### src/rtl/robo_odometria_if.sv
// Command/pose bundle between the wall-following FSM (master) and the odometry tracker (slave).
// ODOM_LOOP_DETECT_EN adds the ciclo_o flag; no backpressure, commands are qualified by amostra_i.
interface robo_odometria_if #(
  parameter int W_POS = 5,
  parameter int W_MOV = 8
);
  logic             carregar_i;
  logic [W_POS-1:0] lin_ini_i;
  logic [W_POS-1:0] col_ini_i;
  logic [1:0]       ori_ini_i;
  logic             amostra_i;
  logic             avancar_i;
  logic             girar_i;
  logic [W_POS-1:0] linha_o;
  logic [W_POS-1:0] coluna_o;
  logic [1:0]       orientacao_o;
  logic [W_MOV-1:0] qtd_mov_o;
  logic             ativo_o;
  logic             erro_o;
  logic             fim_o;
`ifdef ODOM_LOOP_DETECT_EN
  logic             ciclo_o;

  modport master (
    output carregar_i, lin_ini_i, col_ini_i, ori_ini_i, amostra_i, avancar_i, girar_i,
    input  linha_o, coluna_o, orientacao_o, qtd_mov_o, ativo_o, erro_o, fim_o, ciclo_o
  );
  modport slave (
    input  carregar_i, lin_ini_i, col_ini_i, ori_ini_i, amostra_i, avancar_i, girar_i,
    output linha_o, coluna_o, orientacao_o, qtd_mov_o, ativo_o, erro_o, fim_o, ciclo_o
  );
`else
  modport master (
    output carregar_i, lin_ini_i, col_ini_i, ori_ini_i, amostra_i, avancar_i, girar_i,
    input  linha_o, coluna_o, orientacao_o, qtd_mov_o, ativo_o, erro_o, fim_o
  );
  modport slave (
    input  carregar_i, lin_ini_i, col_ini_i, ori_ini_i, amostra_i, avancar_i, girar_i,
    output linha_o, coluna_o, orientacao_o, qtd_mov_o, ativo_o, erro_o, fim_o
  );
`endif
endinterface

### src/rtl/robo_odometria.sv
// Robot pose tracker (row/col/orientation/move count) with sticky erro/fim; latency 1 clk, no backpressure.
// Optional ODOM_LOOP_DETECT_EN: a move returning to the loaded pose sets ciclo and ends tracking.
module robo_odometria #(
  parameter int GRID    = 20,
  parameter int W_POS   = 5,
  parameter int W_MOV   = 8,
  parameter int MAX_MOV = 255
) (
  input  logic             clk,
  input  logic             rst,
  robo_odometria_if.slave  bus
);

  localparam logic [1:0] PARADO = 2'd0;
  localparam logic [1:0] ATIVO  = 2'd1;
  localparam logic [1:0] ERRO   = 2'd2;
  localparam logic [1:0] FIM    = 2'd3;

  localparam logic [1:0] ORI_N = 2'b00;
  localparam logic [1:0] ORI_S = 2'b01;
  localparam logic [1:0] ORI_L = 2'b10;
  localparam logic [1:0] ORI_O = 2'b11;

  localparam logic [W_POS-1:0] POS_MIN = W_POS'(1);
  localparam logic [W_POS-1:0] POS_MAX = W_POS'(GRID);
  localparam logic [W_MOV-1:0] MOV_LIM = W_MOV'(MAX_MOV);

  logic [1:0]       state_q, state_d;
  logic [W_POS-1:0] lin_q, lin_d;
  logic [W_POS-1:0] col_q, col_d;
  logic [1:0]       ori_q, ori_d;
  logic [W_MOV-1:0] mov_q, mov_d;
  logic             erro_q, erro_d;
  logic             fim_q, fim_d;

  logic             pose_ok;
  logic             cmd_vld;
  logic             fora;
  logic [W_POS-1:0] nxt_lin;
  logic [W_POS-1:0] nxt_col;
  logic [1:0]       nxt_ori;
  logic [W_MOV-1:0] nxt_mov;
  logic             esgotou;
  logic             volta;

`ifdef ODOM_LOOP_DETECT_EN
  logic [W_POS-1:0] lin0_q, lin0_d;
  logic [W_POS-1:0] col0_q, col0_d;
  logic [1:0]       ori0_q, ori0_d;
  logic             ciclo_q, ciclo_d;
`endif

  always_comb begin
    pose_ok = (bus.lin_ini_i >= POS_MIN) && (bus.lin_ini_i <= POS_MAX) &&
              (bus.col_ini_i >= POS_MIN) && (bus.col_ini_i <= POS_MAX);
  end

  assign cmd_vld = (state_q == ATIVO) && bus.amostra_i && (bus.avancar_i || bus.girar_i);

  // Candidate pose for this cycle's command; avancar wins over girar.
  always_comb begin
    nxt_lin = lin_q;
    nxt_col = col_q;
    nxt_ori = ori_q;
    fora    = 1'b0;
    if (bus.avancar_i) begin
      unique case (ori_q)
        ORI_N: if (lin_q <= POS_MIN) fora = 1'b1; else nxt_lin = lin_q - W_POS'(1);
        ORI_S: if (lin_q >= POS_MAX) fora = 1'b1; else nxt_lin = lin_q + W_POS'(1);
        ORI_L: if (col_q >= POS_MAX) fora = 1'b1; else nxt_col = col_q + W_POS'(1);
        default: if (col_q <= POS_MIN) fora = 1'b1; else nxt_col = col_q - W_POS'(1);
      endcase
    end else begin
      unique case (ori_q)
        ORI_N:   nxt_ori = ORI_O;
        ORI_O:   nxt_ori = ORI_S;
        ORI_S:   nxt_ori = ORI_L;
        default: nxt_ori = ORI_N;
      endcase
    end
  end

  // mov_q < MAX_MOV while ATIVO, so the increment cannot wrap.
  assign nxt_mov = mov_q + W_MOV'(1);
  assign esgotou = (nxt_mov == MOV_LIM);

`ifdef ODOM_LOOP_DETECT_EN
  assign volta = (nxt_lin == lin0_q) && (nxt_col == col0_q) && (nxt_ori == ori0_q);
`else
  assign volta = 1'b0;
`endif

  always_comb begin
    state_d = state_q;
    lin_d   = lin_q;
    col_d   = col_q;
    ori_d   = ori_q;
    mov_d   = mov_q;
    erro_d  = erro_q;
    fim_d   = fim_q;
`ifdef ODOM_LOOP_DETECT_EN
    lin0_d  = lin0_q;
    col0_d  = col0_q;
    ori0_d  = ori0_q;
    ciclo_d = ciclo_q;
`endif
    if (bus.carregar_i) begin
      lin_d   = bus.lin_ini_i;
      col_d   = bus.col_ini_i;
      ori_d   = bus.ori_ini_i;
      mov_d   = '0;
      fim_d   = 1'b0;
      erro_d  = !pose_ok;
      state_d = pose_ok ? ATIVO : ERRO;
`ifdef ODOM_LOOP_DETECT_EN
      lin0_d  = bus.lin_ini_i;
      col0_d  = bus.col_ini_i;
      ori0_d  = bus.ori_ini_i;
      ciclo_d = 1'b0;
`endif
    end else if (cmd_vld) begin
      if (fora) begin
        erro_d  = 1'b1;
        state_d = ERRO;
      end else begin
        lin_d = nxt_lin;
        col_d = nxt_col;
        ori_d = nxt_ori;
        mov_d = nxt_mov;
        if (esgotou || volta) begin
          fim_d   = 1'b1;
          state_d = FIM;
        end
`ifdef ODOM_LOOP_DETECT_EN
        if (volta) ciclo_d = 1'b1;
`endif
      end
    end
  end

  always_ff @(posedge clk or posedge rst) begin
    if (rst) begin
      state_q <= PARADO;
      lin_q   <= '0;
      col_q   <= '0;
      ori_q   <= ORI_N;
      mov_q   <= '0;
      erro_q  <= 1'b0;
      fim_q   <= 1'b0;
    end else begin
      state_q <= state_d;
      lin_q   <= lin_d;
      col_q   <= col_d;
      ori_q   <= ori_d;
      mov_q   <= mov_d;
      erro_q  <= erro_d;
      fim_q   <= fim_d;
    end
  end

`ifdef ODOM_LOOP_DETECT_EN
  always_ff @(posedge clk or posedge rst) begin
    if (rst) begin
      lin0_q  <= '0;
      col0_q  <= '0;
      ori0_q  <= ORI_N;
      ciclo_q <= 1'b0;
    end else begin
      lin0_q  <= lin0_d;
      col0_q  <= col0_d;
      ori0_q  <= ori0_d;
      ciclo_q <= ciclo_d;
    end
  end

  assign bus.ciclo_o = ciclo_q;
`endif

  assign bus.linha_o      = lin_q;
  assign bus.coluna_o     = col_q;
  assign bus.orientacao_o = ori_q;
  assign bus.qtd_mov_o    = mov_q;
  assign bus.ativo_o      = (state_q == ATIVO);
  assign bus.erro_o       = erro_q;
  assign bus.fim_o        = fim_q;

endmodule

### src/flat_wrapper.sv
// flat-port wrapper written by rule: the top's interface ports become plain ports
module robo_odometria_flat 
#(
  parameter int GRID    = 20,
  parameter int W_POS   = 5,
  parameter int W_MOV   = 8,
  parameter int MAX_MOV = 255
)
  (clk, rst, bus_carregar_i, bus_lin_ini_i, bus_col_ini_i, bus_ori_ini_i, bus_amostra_i, bus_avancar_i, bus_girar_i, bus_linha_o, bus_coluna_o, bus_orientacao_o, bus_qtd_mov_o, bus_ativo_o, bus_erro_o, bus_fim_o);
  robo_odometria_if #(.W_POS(W_POS), .W_MOV(W_MOV)) bus_i ();
  input  logic clk;
  input  logic rst;
  input wire logic [$bits(bus_i.carregar_i)-1:0] bus_carregar_i;
  input wire logic [$bits(bus_i.lin_ini_i)-1:0] bus_lin_ini_i;
  input wire logic [$bits(bus_i.col_ini_i)-1:0] bus_col_ini_i;
  input wire logic [$bits(bus_i.ori_ini_i)-1:0] bus_ori_ini_i;
  input wire logic [$bits(bus_i.amostra_i)-1:0] bus_amostra_i;
  input wire logic [$bits(bus_i.avancar_i)-1:0] bus_avancar_i;
  input wire logic [$bits(bus_i.girar_i)-1:0] bus_girar_i;
  output wire logic [$bits(bus_i.linha_o)-1:0] bus_linha_o;
  output wire logic [$bits(bus_i.coluna_o)-1:0] bus_coluna_o;
  output wire logic [$bits(bus_i.orientacao_o)-1:0] bus_orientacao_o;
  output wire logic [$bits(bus_i.qtd_mov_o)-1:0] bus_qtd_mov_o;
  output wire logic [$bits(bus_i.ativo_o)-1:0] bus_ativo_o;
  output wire logic [$bits(bus_i.erro_o)-1:0] bus_erro_o;
  output wire logic [$bits(bus_i.fim_o)-1:0] bus_fim_o;
  assign bus_i.carregar_i = bus_carregar_i;
  assign bus_i.lin_ini_i = bus_lin_ini_i;
  assign bus_i.col_ini_i = bus_col_ini_i;
  assign bus_i.ori_ini_i = bus_ori_ini_i;
  assign bus_i.amostra_i = bus_amostra_i;
  assign bus_i.avancar_i = bus_avancar_i;
  assign bus_i.girar_i = bus_girar_i;
  assign bus_linha_o = bus_i.linha_o;
  assign bus_coluna_o = bus_i.coluna_o;
  assign bus_orientacao_o = bus_i.orientacao_o;
  assign bus_qtd_mov_o = bus_i.qtd_mov_o;
  assign bus_ativo_o = bus_i.ativo_o;
  assign bus_erro_o = bus_i.erro_o;
  assign bus_fim_o = bus_i.fim_o;
  robo_odometria #(.GRID(GRID), .W_POS(W_POS), .W_MOV(W_MOV), .MAX_MOV(MAX_MOV)) u_core (.clk(clk), .rst(rst), .bus(bus_i));
endmodule
### config.mk
export PLATFORM = sky130hd
export DESIGN_NAME = robo_odometria_flat
export DESIGN_NICKNAME = d
export VERILOG_FILES = /design/src/rtl/robo_odometria_if.sv /design/src/rtl/robo_odometria.sv /design/src/flat_wrapper.sv
export SDC_FILE = /design/constraint.sdc
export NUM_CORES = 1
export LEC_CHECK = 0
export CORE_AREA = 2 2 44 87
export CTS_CLUSTER_DIAMETER = 200
export DETAILED_ROUTE_END_ITERATION = 6
export DIE_AREA = 0 0 46 89
export HOLD_SLACK_MARGIN = 0.15
export PLACE_DENSITY = 0.9
export RECOVER_POWER = 25
export SKIP_CTS_REPAIR_TIMING = 1
export SLEW_MARGIN = 20
export SYNTH_ARGS = -nofsm -noshare
export SYNTH_HDL_FRONTEND = slang
export SYNTH_SLANG_ARGS = --single-unit
export TNS_END_PERCENT = 10
### constraint.sdc
create_clock -name clk -period 5.9 [get_ports clk]
set_clock_uncertainty 0.2 [all_clocks]
set_input_delay 0.885 -clock clk [delete_from_list [all_inputs] [get_ports clk]]
set_output_delay 0.885 -clock clk [all_outputs]
set_load 0.01 [all_outputs]
; Word-level counts from Yosys, hierarchy flattened
; Cells that the tools add are included.
[totals]
out_inout_bits = 23
register_bits = 24
ramBits = 0
memories = 0
rom_bits = 0
latchBits = 0
[classes]
shifts = 0
multipliers = 0
n_bitwise = 0
addsub = 5
n_reduce_logical = 22
n_eq_ne = 12
n_div = 0
order_cmp = 8
mux = 40
[op_table]
columns = op, n
row1 = 5-bit 2-to-1 mux, 12
row2 = 8-bit 2-to-1 mux, 3
row3 = 5-bit case mux with 2 select lines, 2
row4 = 2-bit 2-to-1 mux, 9
row5 = 1-bit 2-to-1 mux, 12
row6 = 3-bit != test (second input constant), 4
row7 = 6-bit AND reduction, 2
row8 = 5-bit by 1-bit adder with 5-bit output (second input constant), 2
row9 = 5-bit by 1-bit greater-or-equal comparator with 1-bit output (second input constant), 2
row10 = 5-bit greater-or-equal comparator (second input constant), 2
row11 = 5-bit by 1-bit <= comparator with 1-bit output (second input constant), 2
row12 = 5-bit <= comparator (second input constant), 2
row13 = 5-bit by 1-bit subtractor with 5-bit output (second input constant), 2
row14 = 8-bit by 1-bit adder with 8-bit output (second input constant), 1
row15 = 8-bit == test (second input constant), 1
row16 = 2-bit nonzero test, 4
row17 = 2-bit case mux with 3 select lines, 1
row18 = 2-bit AND reduction, 3
row19 = 3-bit AND reduction, 2
row20 = 3-bit nonzero test, 2
row21 = 1-bit logical AND, 5
row22 = 2-bit by 1-bit == test with 1-bit output (second input constant), 2
row23 = 2-bit == test (second input constant), 2
row24 = 2-bit != test (second input constant), 2
row25 = 6 further kinds, 6

; Longest topological paths before layout
; Gate-level depths: netlist (run 1).
[depth]
ltp_word = 7
ltp_mapped = 10
depth_no_buf = 7

; Least setup slack after synthesis (run 1)
; OpenSTA, ideal clock, no wires.
[synth_timing]
path_type = input-to-reg
start = input bus_avancar_i
end = register u_core.fim_q, in the netlist u_core.bus.fim_o
arrival_ns = 2.255
required_ns = 5.581
path_buffers = 1
cell_stages = 6
path_slack_ns = 3.326
setup_time_ns = 0.119
cell_sequence = or4b_4 -> a2bb2oi_2 -> a22oi_2 -> buf_6 -> and2b_2 -> o21a_1
[synth_between]
elab_chain_cells = 4
elab_cells_between_ends = 6
[synth_lines]
columns = element, line_no
row1 = "start, declared", flat_wrapper.sv:18  ; input wire logic [$bits(bus_i.avancar_i)-1:0] bus_avancar_i;
row2 = 1-bit logical OR, robo_odometria.sv:58  ; assign cmd_vld = (state_q == ATIVO) && bus.amostra_i && (bus.avancar_i || bus.girar_i);
row3 = 1-bit logical AND, robo_odometria.sv:58
row4 = 2-bit nonzero test (no line), n/a
row5 = 3-bit AND reduction (no line) *, n/a
row6 = "end signal, assigned", robo_odometria.sv:157  ; fim_q <= fim_d;
row7 = "end, declared", robo_odometria.sv:34  ; logic fim_q, fim_d;
; Mark *: on every way between the ends. The rest lies on a longest branch, timed or not.
; A chain may end at the register's enable or synchronous reset.

; Worst setup path after layout (run 1)
[layout_timing]
start = input bus_avancar_i
end = register u_core.col_q[4], in the netlist u_core.bus.coluna_o[4]
[layout_between]
elab_chain_cells = 4
elab_cells_between_ends = 7
[layout_lines]
columns = element, line_no
row1 = 1-bit logical OR, robo_odometria.sv:58
row2 = 1-bit logical AND, robo_odometria.sv:58
row3 = 2-bit nonzero test (no line), n/a
row4 = 6-bit AND reduction (no line) *, n/a
row5 = "end signal, assigned", robo_odometria.sv:153  ; col_q <= col_d;
row6 = "end, declared", robo_odometria.sv:30  ; logic [W_POS-1:0] col_q, col_d;
; Marks and branches as above.

==> out/summary.txt, run 1 <==
STATUS
--------------------------------------------------------------------------------
Result of the run                                                   finished clean

SYNTH
--------------------------------------------------------------------------------
Cells taking the most area after synthesis                          dfrtp_1 (33%), ha_1 (9.7%), a21oi_1 (3.9%)
Total standard cell area after synthesis                                1810 um2
Post-Synthesis Net Count                                                     231
Post-synth top area share                                                  0.331
Synth cell types                                                              53
Post-Synthesis Cells                                                         199
Number of flops mapped to enable cells by yosys                                0
Average cell area after synthesis                                       9.11 um2
Synth Register Bits                                                           24
Largest area contributor in the synthesized netlist                      dfrtp_1
Number of warnings reported in the yosys synthesis log                         0
Share of flip-flops with an asynchronous set or reset                       1.00
Share of the yosys chip area belonging to registers                        0.331
Top FF cell, synth                                                       dfrtp_1

TIMING
--------------------------------------------------------------------------------
Final worst hold slack                                                    306 ps
Final setup viols                                                              0
Achievable frequency                                                   0.299 GHz
RSZ-0062 raised after global routing                                       false
Final setup margin                                                       2560 ps
Least-Margin Pin Slew                                                     918 ps
Period Utilization, post-route                                             0.567
Worst rel slew slack                                                       0.378
Final min period                                                         3340 ps
Slew Limit Fails                                                               0
Fin. Hold Viols                                                                0
Setup TNS                                                                   0 ps

CRITICAL PATH
--------------------------------------------------------------------------------
Critical Path Fanout Max                                                      21
Element type at the critical path end                                       flop
Type of the worst setup path                                        input pin to flop
Worst R2R End                                                       u_core.bus.coluna_o[3]$_DFFE_PP0P_
Depth of the most critical reg-to-reg path                                     7
Endpoint of the most critical setup path                            u_core.bus.coluna_o[4]$_DFFE_PP0P_
Type of origin of the critical path                                    input pin
Slack of the worst reg-to-reg path                                       3030 ps
WP data arrival                                                          3300 ps
RR Startpoint                                                       u_core.bus.coluna_o[1]$_DFFE_PP0P_
Endpoint required time on the critical path                              5860 ps
Startpoint of the worst setup timing path                           bus_avancar_i

CTS
--------------------------------------------------------------------------------
Root buffer cell                                                        clkbuf_8
Clk buf depth                                                                  2
TritonCTS clock tree                                                       built
CTS clock-pin slew for the worst setup and hold paths                      90 ps
Clk sink count                                                                24
Worst-Skew Late Latency                                                   270 ps
Total CTS buffers                                                              3
H-Tree Level Count                                                             1

PLACEMENT
--------------------------------------------------------------------------------
Inst Count DP                                                                264
Placer congestion estimate                                                 0.822
Place WS                                                                 2270 ps
Post-DP HPWL                                                             3330 um
Count of buffers from port buffering                                          40

DETAILED ROUTING
--------------------------------------------------------------------------------
Number of nets with antenna violations after routing                           0
Starting DRT DRC Count                                                        44
Drt total wl                                                             4440 um
Iteration count of the initial detailed-routing pass                           4
Post-detailed-route via-to-cell ratio                                       6.15
Routed wirelength normalized by instance count                           16.6 um
Number of remaining DRC errors                                                 0
Total via count in the routed design                                        1647

DIE
--------------------------------------------------------------------------------
Placement row count                                                           30
Die footprint                                                           4090 um2
Floorplan die height                                                       89 um
Area of the core                                                        3380 um2
# IOs                                                                         41
Effective utilization at floorplan                                         0.537
Width of the chip                                                          46 um

CELLS AND AREA
--------------------------------------------------------------------------------
Most common library cell in the layout ignoring fill and taps       clkdlybuf4s50_1
Final instance count without filler cells                                    268
Total number of nets in the final design                                     269
Top library cells by usage in the layout, fill and taps aside       clkdlybuf4s50_1 (39), dfrtp_1 (24)
Fraction of final layout cells with drive strength greater than 1         0.0975
Area delta synth->final                                                    24.6%
Antenna diode instance count                                                   0

GRT
--------------------------------------------------------------------------------
Antenna violations before repair                                               0
Largest net degree at the start of global routing                             25
Global-route wire length before repair                                   7400 um
Via count of the first global-routing pass                                  1586
Global-route usage over all layers                                         0.241
GRT Residual Overflow                                                          0

POWER
--------------------------------------------------------------------------------
Total design power                                                        458 uW
Peak ir drop on the vdd network                                         0.153 mV
Pwr dens                                                              203 nW/um2
Leakage power                                                           0.914 nW

MIN PATH
--------------------------------------------------------------------------------
Type of the worst min-delay path                                    flop to flop

RUN
--------------------------------------------------------------------------------
Reported max-cap violation count                                               0

[worst max-delay path, stage by stage]
cell and delay [ps]:
clkdlybuf4s50_1 580, or4b_4 490, a2bb2oi_2 220, a22oi_2 670, nor3b_1 120, o311a_1 320
[through the flow]
| step | utilization | instance area (um2) |
|---|---|---|
| after CTS | 0.669 | 2260 |
| after detailed placement | 0.647 | 2190 |
| after global placement | 0.647 | 2190 |
| after floorplan | - | 1810 |
| after global routing | 0.669 | 2260 |
| final | 0.669 | 2260 |
[cells in the mapped netlist, drive strengths merged (2+ instances only)]
library cell,instances
o211ai,4
nor3,4
xnor2,5
or2,2
nand2b,4
mux2,3
mux2i,2
o21ai,14
o21a,3
a21oi,14
a31oi,3
o31ai,4
nand3,5
nand4,2
xor2,4
inv,13
or4,6
dfrtp,24
buf,5
nand2,14
o2111ai,3
or3,8
and3,2
ha,14
nor2,12
clkbuf,2
nor4,2
[worst min-delay path by stage]
stage	to	start	depth (start not counted)	slack, ps
after global placement	u_core.bus.fim_o$_DFFE_PP0P_	u_core.bus.fim_o$_DFFE_PP0P_	1	280
after detailed placement	u_core.bus.fim_o$_DFFE_PP0P_	u_core.bus.fim_o$_DFFE_PP0P_	1	290
after floorplan	u_core.state_q[0]$_DFFE_PP0P_	u_core.state_q[0]$_DFFE_PP0P_	1	280
after CTS	u_core.bus.fim_o$_DFFE_PP0P_	u_core.bus.fim_o$_DFFE_PP0P_	1	310
final	u_core.bus.fim_o$_DFFE_PP0P_	u_core.bus.fim_o$_DFFE_PP0P_	1	310
after global routing	u_core.bus.fim_o$_DFFE_PP0P_	u_core.bus.fim_o$_DFFE_PP0P_	1	330
[report_power, final]
group / total, mW / internal, mW / switching (mW)
sequential: 0.194 / 0.175 / 0.0185
combinational: 0.115 / 0.0568 / 0.0584
clock: 0.149 / 0.0908 / 0.0578
total: 0.458 / 0.323 / 0.135
[metal layers]
| metal | part of all wire | global-route usage |
|---|---|---|
| met5 | 0 | 0 |
| met3 | 0.032 | 0.0242 |
| met1 | 0.39 | 0.276 |
| met2 | 0.56 | 0.428 |
| met4 | 0.021 | 0.104 |
[registers in the layout (all words and copies together), names as in the netlist]
register	count
u_core.bus.qtd_mov_o	8
u_core.bus.linha_o	5
u_core.bus.orientacao_o	2
u_core.bus.coluna_o	5
u_core.bus.fim_o	1
u_core.bus.erro_o	1
u_core.state_q	2
[cell families after synthesis]
| group | synth area share |
|---|---|
| fa+ha+maj | 0.0966 |
| simple gates | 0.222 |
| buf+inv | 0.0635 |
| xor+xnor | 0.0435 |
| compound gates | 0.214 |
| mux | 0.0297 |
| flops | 0.331 |
[area by class of cell]
type                            instances  area, um2
Sequential cell                        24        601
Tap cell                               32       40.0
Clock buffer                            3       41.3
Multi-Input combinational cell        155       1100
Fill cell                             266       1120
Inverter                               13       48.8
Clock inverter                          1       30.0
Timing Repair Buffer                   40        400
Power figures use the tool's default switching activity.
==> run 2: changes to the inputs <==
- CORE_AREA: 2 2 44 87 -> 2 2 48 94
- DIE_AREA: 0 0 46 89 -> 0 0 50 96
- PLACE_DENSITY: 0.9 -> 0.82
- clock period: 5.9 -> 2.7 ns (I/O delays scaled with it)
==> run 2 against run 1 <==
Against the previous run:
- core utilization is 8.1 points lower
- non-clock buffer count is 16 higher
- setup slack lost 2400 ps
- first-iteration DRC count is 30% higher
- register-to-register slack got worse by 2800 ps
- critical endpoint is now u_core.bus.coluna_o[3]$_DFFE_PP0P_
- critical path type is now flop to flop
- final cell count grew 13%
- global-route usage decreased by 3.7 points
- die area up 17%
- worst hold slack better by 13 ps
- final area rose by 6.3%
==> out/summary.txt, run 2 (synthesis gave the netlist of run 1 again) <==
POWER
--------------------------------------------------------------------------------
Total design power                                                       1.02 mW   +120%
Leakage power                                                           0.985 nW   +7.7%
Pwr dens                                                              424 nW/um2   +110%
Peak ir drop on the vdd network                                         0.276 mV   +81%

CELLS AND AREA
--------------------------------------------------------------------------------
Top library cells by usage in the layout, fill and taps aside       clkdlybuf4s50_1 (39), dfrtp_1 (24), buf_4 (15)
Antenna diode instance count                                                   0   unchanged
Fraction of final layout cells with drive strength greater than 1          0.151   +0.0533
Total number of nets in the final design                                     285   +5.9%
Area delta synth->final                                                    32.4%
Most common library cell in the layout ignoring fill and taps       clkdlybuf4s50_1
Number of flip-flops in the largest register                                   8   unchanged
Final instance count without filler cells                                    304   +13%

CRITICAL PATH
--------------------------------------------------------------------------------
Type of the worst setup path                                        flop to flop
Type of origin of the critical path                                         flop
WP data arrival                                                          2510 ps   -790 ps
Endpoint required time on the critical path                              2700 ps   -3160 ps
Critical Path Fanout Max                                                       8   -62%
Element type at the critical path end                                       flop

DETAILED ROUTING
--------------------------------------------------------------------------------
Starting DRT DRC Count                                                        57   +30%
Routed wirelength normalized by instance count                           14.8 um   -11%
Highest routed metal layer                                                  met4
Iteration count of the initial detailed-routing pass                           4   unchanged
Number of remaining DRC errors                                                 0   unchanged
Met1 wire length                                                         1820 um   +5.6%
Post-detailed-route via-to-cell ratio                                       5.59   -9.1%
Met2 wire length                                                         2420 um   -2.3%
Routed length on met3                                                     112 um   -21%
Drt total wl                                                             4490 um   +1.2%
Total via count in the routed design                                        1699   +3.2%
Number of nets with antenna violations after routing                           0   unchanged

TIMING
--------------------------------------------------------------------------------
Achievable frequency                                                   0.398 GHz
Final setup viols                                                              0   unchanged
Worst rel slew slack                                                      0.0899   -0.288
Fin. Hold Viols                                                                0   unchanged
RSZ-0062 raised after global routing                                       false
Period Utilization, post-route                                             0.931
Least-Margin Pin Slew                                                    1370 ps   +447 ps
Final worst hold slack                                                    319 ps   +12.8 ps
Setup TNS                                                                   0 ps   unchanged
Final min period                                                         2510 ps
Slew Limit Fails                                                               0   unchanged

DIE
--------------------------------------------------------------------------------
# IOs                                                                         41   unchanged
Floorplan die height                                                       96 um   +7.9%
Die footprint                                                           4800 um2   +17%
Area of the core                                                        4090 um2   +21%
Placement row count                                                           33   +10%
Width of the chip                                                          50 um   +8.7%
Effective utilization at floorplan                                         0.444   -0.0931

PLACEMENT
--------------------------------------------------------------------------------
Inst Count DP                                                                299   +13%
Placer congestion estimate                                                 0.873   +6.2%
Post-DP HPWL                                                             3400 um   +2.3%
Count of buffers from port buffering                                          40   unchanged

GRT
--------------------------------------------------------------------------------
GRT Residual Overflow                                                          0   unchanged
Antenna violations before repair                                               0   unchanged
Largest net degree at the start of global routing                             25   unchanged
Global-route usage over all layers                                         0.204   -0.0370
Global-route wire length before repair                                   7610 um   +2.9%
Via count of the first global-routing pass                                  1686   +6.3%

CTS
--------------------------------------------------------------------------------
CTS clock-pin slew for the worst setup and hold paths                      90 ps   about the same
Total CTS buffers                                                              3   unchanged
Clk buf depth                                                                  2   unchanged
Root buffer cell                                                        clkbuf_8
Clk sink count                                                                24   unchanged
Worst-Skew Late Latency                                                   270 ps   about the same
H-Tree Level Count                                                             1   unchanged
TritonCTS clock tree                                                       built

STATUS
--------------------------------------------------------------------------------
Result of the run                                                   finished clean

RUN
--------------------------------------------------------------------------------
Reported max-cap violation count                                               0   unchanged

MIN PATH
--------------------------------------------------------------------------------
Type of the worst min-delay path                                    flop to flop

==> run 2: cell count changes in the layout (fill, tap and decap cells not counted), sizes merged <==
cell,before,now
clkbuf,3,4
buf,0,15
==> run 2: worst paths after layout <==
check / from / cells after the start / end / slack [ps]
worst min register to register: u_core.bus.fim_o$_DFFE_PP0P_ / 1 / u_core.bus.fim_o$_DFFE_PP0P_ / 320
min in group asynchronous: rst / 3 / u_core.bus.qtd_mov_o[5]$_DFFE_PP0P_ / 820
max in group asynchronous: rst / 3 / u_core.bus.coluna_o[2]$_DFFE_PP0P_ / 680
worst min-delay path: u_core.bus.fim_o$_DFFE_PP0P_ / 1 / u_core.bus.fim_o$_DFFE_PP0P_ / 320
worst max-delay path: u_core.bus.orientacao_o[1]$_DFFE_PP0P_ / 7 / u_core.bus.coluna_o[3]$_DFFE_PP0P_ / 190
worst max register to register: u_core.bus.orientacao_o[1]$_DFFE_PP0P_ / 7 / u_core.bus.coluna_o[3]$_DFFE_PP0P_ / 190
==> run 2: layer usage <==
metal  global-route usage  up-vias
li1                     -      834
met1                0.232      807
met2                0.372       47
met3               0.0140       11
met4                0.104        0
met5                    0        -
==> run 2: cell type report <==
class                      instances  area, um2
inverter                          13       48.8
sequential                        24        601
clock buffer                       3       41.3
fill                             347       1690
tap                               52       65.1
clock inverter                     1       30.0
timing repair buffer              56        517
multi-input combinational        155       1100
==> run 2: metrics by stage <==
stage,cell area (um2),setup slack (ps),utilization
3_5_place_dp,2320,-6.59,0.569
5_1_grt,2400,39.3,0.587
4_1_cts,2400,87.1,0.586
6_report,2400,186,0.587
3_3_place_gp,2320,52.7,0.569
2_1_floorplan,1810,261,-
==> run 2: power by group <==
part / internal, mW / switching (mW) / leakage [nW] / total [mW]
registers: 0.383 / 0.0336 / 0.300 / 0.417
logic: 0.144 / 0.137 / 0.649 / 0.281
clock network: 0.198 / 0.122 / 0.0357 / 0.321
total: 0.725 / 0.293 / 0.985 / 1.02
==> run 2: critical path, cell delays in order (launching register included) <==
cell and delay (ps):
dfrtp_1 450, inv_1 110, ha_1 200, nor4b_1 150, a32oi_2 300, a22oi_2 180, or4_2 680, a31oi_1 170
